===== src/rtl/issue_queue_pkg.sv =====
// issue_queue_pkg: shared packet width and field layout for decode packing and issuer unpacking
package issue_queue_pkg;
  localparam int ISSUE_Q_WIDTH = 123;
  localparam int RD_ID_LSB     = 0;
  localparam int RS2_ID_LSB    = 5;
  localparam int RS1_ID_LSB    = 10;
  localparam int CUR_PC_LSB    = 15;
  localparam int NEXT_PC_LSB   = 47;
  localparam int TAKEN_LSB     = 79;
  localparam int IMM_LSB       = 80;
  localparam int OPERAND_LSB   = 112;
  localparam int OPERATOR_LSB  = 116;
  localparam int FUNCTION_LSB  = 120;
  localparam int ID_W          = 5;
  localparam int PC_W          = 32;
  localparam int IMM_W         = 32;
  localparam int OPERAND_W     = 4;
  localparam int OPERATOR_W    = 4;
  localparam int FUNCTION_W    = 3;
endpackage


===== src/rtl/issue_queue_mem.sv =====
// issue_queue_mem: DEPTH x WIDTH storage, one synchronous write port, one asynchronous read port, no reset
//   clk, we, waddr, wdata : write port
//   raddr, rdata          : combinational read port
module issue_queue_mem #(
  parameter int WIDTH = 123,
  parameter int DEPTH = 8,
  parameter int AW    = $clog2(DEPTH)
) (
  input  logic             clk,
  input  logic             we,
  input  logic [AW-1:0]    waddr,
  input  logic [WIDTH-1:0] wdata,
  input  logic [AW-1:0]    raddr,
  output logic [WIDTH-1:0] rdata
);
  logic [WIDTH-1:0] mem [DEPTH];
  always_ff @(posedge clk)
    if (we) mem[waddr] <= wdata;
  assign rdata = mem[raddr];
endmodule


===== src/rtl/issue_queue.sv =====
// issue_queue: first-word-fall-through FIFO between decode and the issuer
//   CLK, RSTN (sync, active-low), issue_q_flush : clock, reset, discard all entries
//   issue_q_wen/wdata/wok/almost_full           : decode push side
//   issue_q_ren/rok/rdata                       : issuer pop side (rdata is zero when empty)
//   issue_q_count                               : occupancy
module issue_queue
  import issue_queue_pkg::*;
#(
  parameter int ISSUE_Q_WIDTH      = issue_queue_pkg::ISSUE_Q_WIDTH,
  parameter int ISSUE_Q_DEPTH      = 8,
  parameter int ALMOST_FULL_TH     = 6,
  parameter int ISSUE_Q_DEPTH_LOG2 = $clog2(ISSUE_Q_DEPTH)
) (
  input  logic                          CLK,
  input  logic                          RSTN,
  input  logic                          issue_q_flush,
  input  logic                          issue_q_wen,
  input  logic [ISSUE_Q_WIDTH-1:0]      issue_q_wdata,
  output logic                          issue_q_wok,
  output logic                          issue_q_almost_full,
  input  logic                          issue_q_ren,
  output logic                          issue_q_rok,
  output logic [ISSUE_Q_WIDTH-1:0]      issue_q_rdata,
  output logic [ISSUE_Q_DEPTH_LOG2:0]   issue_q_count
);
  localparam int PW = ISSUE_Q_DEPTH_LOG2 + 1;
  logic [PW-1:0] wr_ptr, rd_ptr;
  logic [ISSUE_Q_WIDTH-1:0] head;
  logic push, pop;
  // Pointers carry an extra wrap bit so full and empty are distinguishable.
  assign issue_q_count       = wr_ptr - rd_ptr;
  assign issue_q_rok         = wr_ptr != rd_ptr;
  assign issue_q_wok         = issue_q_count != PW'(ISSUE_Q_DEPTH);
  assign issue_q_almost_full = issue_q_count >= PW'(ALMOST_FULL_TH);
  assign issue_q_rdata       = issue_q_rok ? head : '0;
  // Storage is never reset, so writes are suppressed while reset is held.
  assign push = RSTN & issue_q_wen & issue_q_wok & ~issue_q_flush;
  assign pop  = issue_q_ren & issue_q_rok & ~issue_q_flush;
  always_ff @(posedge CLK) begin
    if (!RSTN || issue_q_flush) begin
      wr_ptr <= '0;
      rd_ptr <= '0;
    end else begin
      if (push) wr_ptr <= wr_ptr + PW'(1);
      if (pop) rd_ptr <= rd_ptr + PW'(1);
    end
  end
  issue_queue_mem #(.WIDTH(ISSUE_Q_WIDTH), .DEPTH(ISSUE_Q_DEPTH), .AW(ISSUE_Q_DEPTH_LOG2)) u_mem (
    .clk   (CLK),
    .we    (push),
    .waddr (wr_ptr[ISSUE_Q_DEPTH_LOG2-1:0]),
    .wdata (issue_q_wdata),
    .raddr (rd_ptr[ISSUE_Q_DEPTH_LOG2-1:0]),
    .rdata (head)
  );
endmodule


===== config.mk =====
export PLATFORM = sky130hd
export DESIGN_NAME = issue_queue
export DESIGN_NICKNAME = d
export VERILOG_FILES = /design/src/rtl/issue_queue_pkg.sv /design/src/rtl/issue_queue_mem.sv /design/src/rtl/issue_queue.sv
export SDC_FILE = /design/constraint.sdc
export NUM_CORES = 1
export LEC_CHECK = 0
export CORE_ASPECT_RATIO = 0.7
export CORE_UTILIZATION = 63
export DETAILED_ROUTE_END_ITERATION = 10
export DONT_BUFFER_PORTS = 1
export MAX_ROUTING_LAYER = met4
export PLACE_DENSITY = 0.79
export SLEW_MARGIN = 20
export SYNTH_ARGS = -nofsm -noshare
export SYNTH_HDL_FRONTEND = slang
export SYNTH_SLANG_ARGS = --single-unit

===== constraint.sdc =====
create_clock -name CLK -period 21.7 [get_ports CLK]
set_input_delay 1.085 -clock CLK [delete_from_list [all_inputs] [get_ports CLK]]
set_output_delay 1.085 -clock CLK [all_outputs]
set_load 0.05 [all_outputs]

==> results.cfg, run 1 <==
[run_status]
outcome = complete, no violations

[power_and_ir_drop]
p_seq_share_pct = 56.8
combPwrFrac_pct = 3.2
power.clock.fraction_pct = 40.0
p_sw_share_pct = 20.3
power_density_nw_per_um2 = 89.9
p_sw_uw = 760
p_int_mw = 2.98
cellLeakagePower_nw = 12.3
vdd_drop_max_mv = 0.0794

[clock_network]
cts_made_buffers = 89
cts.sink_count = 995
clk_pin_slew_worst_paths_ns = 0.06
htreeDepth = 3
clock_latency_ns = 0.65
cts_root_buf = clkbuf_16
cts_resized = 0
cts_tree = done
clock_path_buffers = 3
ctsHoldBuffers = 0
post-cts-setup-buffers = 0

[worst_setup_path]
crit_cells = 5
cp.required_ns = 20.61
path_buf_inv = 2
max_stage_delay_ns = 0.87
crit_chain = buf_16 > buf_4 > mux4_2 > mux2i_1 > nor2_1
rrSetupSlack_ns = 17.73
r2r_cells = 7
crit_type = flip-flop to output port
reg2reg_to = u_mem.mem[4][22]
worstSetupStartpointType = flip-flop
cp-end-kind = output port
rr_startpoint = wr_ptr[2]
crit_arrival_ns = 3.81
crit_fanout = 58
crit_slowest_cell = nor2_1
cp_top_family = buffers and inverters

[detailed_routing]
drc_errors = 0
first_iter_violations = 1410
dr_total_vias = 16600
first_pass_iters = 5
vias_per_cell = 6.53
drt-total-wl_um = 73700
ant_nets = 0
wire_per_inst_um = 29.0

[floorplan]
core_area_um2 = 58900
die_y_um = 207
die_w_um = 295
die_area_um2 = 61100
initial_core_util_pct = 64.3
ioPinCount = 258
num_rows = 74

[yosys]
synth.area.mux_share_pct = 18.0
ys_ff_latch = 995
synth-edff-count = 984
postSynthAreaPerCell_um2 = 23.0
synth-simple-area-share_pct = 1.79
synth_area_um2 = 37900
yosys.area.top_type = edfxtp_1
synth_top_family_by_area = multiplexers
synth_cell_types = 39
postSynthCellCount = 1648
ys.flop_type = edfxtp_1
synth_nets = 1782
synth-compound-area-share_pct = 0.238
synth_xor_area_share_pct = 0.155
yosys_warnings = 0
async_flop_share_pct = 0
seq_area_frac_synth_pct = 78.6
yosys.area_share.adder_pct = 0.218
synth_top_area_share_pct = 78.0
synth_area_leaders = edfxtp_1 (78%), mux4_2 (15%), mux2i_1 (3.3%)

[finish]
final_common_cell = edfxtp_1
design_area_um2 = 41700
final_cell_mix = edfxtp_1 (984), mux4_2 (246), nor2_1 (127), mux2i_1 (126), clkbuf_16 (90)
seqCellArea_um2 = 29800
drive_gt1_share_pct = 23.5
final_nets = 1813
n_antenna_cell = 0
multi_input_area_um2 = 7780
fillers = 3388
final_util_pct = 70.7
syn_to_final_growth_pct = 9.95

[placement]
gp_congestion = 0.756
dp_hpwl_um = 36400
placed_cell_area_um2 = 38900
dp_slack_ns = 16.58
io_buffers = 0

[grt]
grt_max_degree = 130
first_global_vias = 17100
grt_pass1_wl_um = 110000
overflow = 0
grt_antenna_before_repair = 0
grt_usage_pct = 25.7

[sta]
skew_ns = 0.0149
max_slew_margin_pct = 23.6
final-setup-viol-count = 0
rsz0062_at_grt = false
setup_ws_ns = 16.81
period_needed_ns = 4.89
finalSetupTns_ns = 0
max_freq_mhz = 204
worst_pin_slew_ns = 1.14
timing.hold.ws_ns = 0.525
period_share_pct = 22.5
slew_violations = 0
hold_viol_final = 0

[worst_hold_path]
holdCritPathClass = primary input to flip-flop
holdPathStages = 0
hold_end = u_mem.mem[2][48]
min-delay-start = issue_q_wdata[48]

[run]
max_cap_violations = 0
cell type report:
class	instances	area share, %
sequential	995	71.5
multi-input combinational	559	18.7
inverter	9	0.0811
tap	798	2.40
clock buffer	107	5.56
timing repair buffer	25	0.766
clock inverter	50	1.03
routing by layer:
layer / vias to the layer above / share of wire, % / GRT usage, % / routed length [µm]
met5: - / 0 / - / 0
met3: 96 / 9.2 / 7.31 / 6750
li1: 6916 / - / - / -
met2: 707 / 51 / 40.5 / 37400
met1: 8889 / 38 / 33.7 / 28300
met4: 0 / 1.6 / 5.81 / 1200
synthesized netlist by cell type, types with 2 or more instances:
master / n
and3_1: 2
o21ai_0: 2
mux4_2: 246
mux2i_1: 126
inv_1: 9
nor2_1: 133
clkbuf_1: 24
a21oi_1: 4
xor2_1: 2
ha_1: 5
nand2_1: 6
nor3b_1: 3
xor2_2: 2
nand3b_1: 2
buf_2: 34
buf_1: 26
nor3_1: 5
nand2b_1: 2
o211ai_1: 2
edfxtp_1: 984
dfxtp_1: 11
logic make-up after synthesis:
logic type,after synthesis
fa+ha+maj,6
simple gates,162
flops,995
buf+inv,94
xor+xnor,5
compound gates,13
mux,373
per-stage QoR:
step / cells / power, mW
floorplan: 1648 / 2.27
global placement: 2384 / 2.29
detailed placement: 2385 / 2.29
CTS: 2542 / 3.77
global route: 2543 / 3.85
finish: 2543 / 3.74
flip-flops by register name, indices dropped and copies added, names as in the netlist, named ones only:
| register | cells |
|---|---|
| u_mem.mem | 984 |
| wr_ptr | 4 |
| rd_ptr | 4 |
worst max path at each step:
stage / endpoint / slack, ns
after CTS: issue_q_rdata[48] / 15.88
after detailed placement: issue_q_rdata[44] / 16.58
final: issue_q_rdata[21] / 16.81
after global routing: issue_q_rdata[51] / 16.48
after global placement: issue_q_rdata[44] / 16.64
after floorplan: u_mem.mem[3][0] / 7.57
worst reg2reg max path: stages (launching register included):
cell	delay [ns]
dfxtp_1	0.45
ha_1	0.49
nand3b_1	0.14
a21oi_1	0.42
nor3_2	0.24
nor3b_2	0.26
buf_4	0.68
buf_4	0.88
power groups by stage:
| stage | Combinational (mW) | Clock (mW) | Sequential [mW] |
|---|---|---|---|
| after CTS | 0.123 | 1.52 | 2.13 |
| final | 0.121 | 1.50 | 2.13 |
| after global routing | 0.128 | 1.60 | 2.13 |
| after floorplan | 0.102 | 0 | 2.17 |
| after detailed placement | 0.122 | 0 | 2.17 |
| after global placement | 0.120 | 0 | 2.17 |
No activity file was read; power rests on OpenSTA's default activity.
==> run 2: changes to the inputs <==
==> constraint.sdc (replaced) <==
create_clock -name CLK -period 4.6 [get_ports CLK]
set_input_delay 0.23 -clock CLK [delete_from_list [all_inputs] [get_ports CLK]]
set_output_delay 0.23 -clock CLK [all_outputs]
set_load 0.05 [all_outputs]
==> results.cfg, run 2 (synthesis results as in run 1) <==
[worst_setup_path]
crit_arrival_ns = 3.64
worstSetupStartpointType = flip-flop
cp.required_ns = 4.37
cp-end-kind = output port
crit_type = flip-flop to output port
crit_fanout = 41
crit_chain = ha_2 > nand3_1 > nor2_4 > buf_4 > nor2_1
crit_slowest_cell = nor2_4
max_stage_delay_ns = 0.76

[detailed_routing]
first_pass_iters = 5
m1WireLength_um = 30700
met3_length_um = 6260
drt-total-wl_um = 79000
first_iter_violations = 1809
ant_nets = 0
drc_errors = 0
dr_total_vias = 17500
vias_per_cell = 6.47
wl_met2_um = 40100
wire_per_inst_um = 29.2
highest_layer = met4

[placement]
gp_congestion = 0.770
dp_hpwl_um = 40100
placed_cell_area_um2 = 39300
dp_slack_ns = 1.23
io_buffers = 0

[grt]
overflow = 0
grt_usage_pct = 27.1
first_global_vias = 18200
grt_antenna_before_repair = 10
grt_max_degree = 124
grt_pass1_wl_um = 116000

[clock_network]
clock_latency_ns = 0.64
cts_made_buffers = 88
htreeDepth = 3
clk_pin_slew_worst_paths_ns = 0.07
cts_root_buf = clkbuf_16
cts.sink_count = 995
cts_tree = done
clock_path_buffers = 3
cts_resized = 0

[power_and_ir_drop]
cellLeakagePower_nw = 13.1
power_density_nw_per_um2 = 422
power_mw = 18.4
vdd_drop_max_mv = 0.417

[sta]
hold_viol_final = 0
setup_ws_ns = 0.727
finalSetupTns_ns = 0
slew_violations = 0
worst_pin_slew_ns = 1.10
max_slew_margin_pct = 26.2
period_share_pct = 84.2
skew_ns = 0.0250
period_needed_ns = 3.87
rsz0062_at_grt = false
final-setup-viol-count = 0
max_freq_mhz = 258
timing.hold.ws_ns = 0.0378

[finish]
design_area_um2 = 43500
final_cell_mix = edfxtp_1 (984), mux4_2 (246), nor2_1 (131), dlygate4sd3_1 (128), mux2i_1 (126)
fillers = 3193
largest_register_ffs = 984
drive_gt1_share_pct = 23.9
top_register = u_mem.mem
syn_to_final_growth_pct = 14.9
final_nets = 1955
final_common_cell = edfxtp_1
top_regs = u_mem.mem: 984 flops, rd_ptr: 4 flops, wr_ptr: 4 flops

[floorplan]
num_rows = 74
ioPinCount = 258
die_y_um = 207
initial_core_util_pct = 64.3
die_area_um2 = 61100
core_area_um2 = 58900
die_w_um = 295

[run_status]
outcome = complete, no violations

[worst_hold_path]
holdCritPathClass = primary input to flip-flop

[run]
max_cap_violations = 0
-- run 2: critical path: cells and delay by family, from the launching register on --
kind	cells	cell delay (ns)
buffers and inverters	1	0.56
DFF	1	0.70
adders and majority gates	1	0.35
and+or+nand+nor	3	1.33
-- run 2: final cells by class --
| cell class | count | area (µm²) | area share (%) |
|---|---|---|---|
| Antenna cell | 10 | 25.0 | 0.0575 |
| Clock buffer | 94 | 2250 | 5.16 |
| Clock inverter | 69 | 738 | 1.70 |
| Inverter | 9 | 33.8 | 0.0776 |
| Multi-Input combinational cell | 559 | 7860 | 18.0 |
| Sequential cell | 995 | 29800 | 68.4 |
| Tap cell | 798 | 998 | 2.29 |
| Timing Repair Buffer | 168 | 1870 | 4.29 |
-- run 2: metal layers --
| layer | up-vias | GRT usage [%] |
|---|---|---|
| li1 | 7242 | - |
| met1 | 9203 | 37.0 |
| met2 | 904 | 42.7 |
| met3 | 128 | 5.16 |
| met4 | 0 | 7.72 |
| met5 | - | - |
-- run 2: worst paths after layout --
kind / cells after the start / end / slack, ns / startpoint
hold / removal: 3 / wr_ptr[3] / 0.04 / issue_q_wen
hold reg to reg: 2 / wr_ptr[0] / 0.61 / wr_ptr[0]
setup reg to reg: 6 / u_mem.mem[3][57] / 1.10 / wr_ptr[2]
setup / recovery: 5 / issue_q_rdata[12] / 0.73 / wr_ptr[2]
-- run 2: where the power goes --
part	switching [mW]	total [mW]	internal [mW]	leakage, nW
sequential	0.0192	10.0	10.0	8.96
clock	3.26	7.56	4.30	1.45
combinational	0.561	0.779	0.218	2.70
-- run 2: what timing repair did --
item                                   in CTS  in global routing
hold buffers                              128                  0
buffers inserted                            0                  0
endpoints found under the hold margin     994                  0
-- run 2: per-stage QoR --
stage	cells	util [%]
floorplan	1648	-
global placement	2401	66.7
detailed placement	2401	66.7
CTS	2692	73.9
global route	2702	74.0
finish	2702	74.0
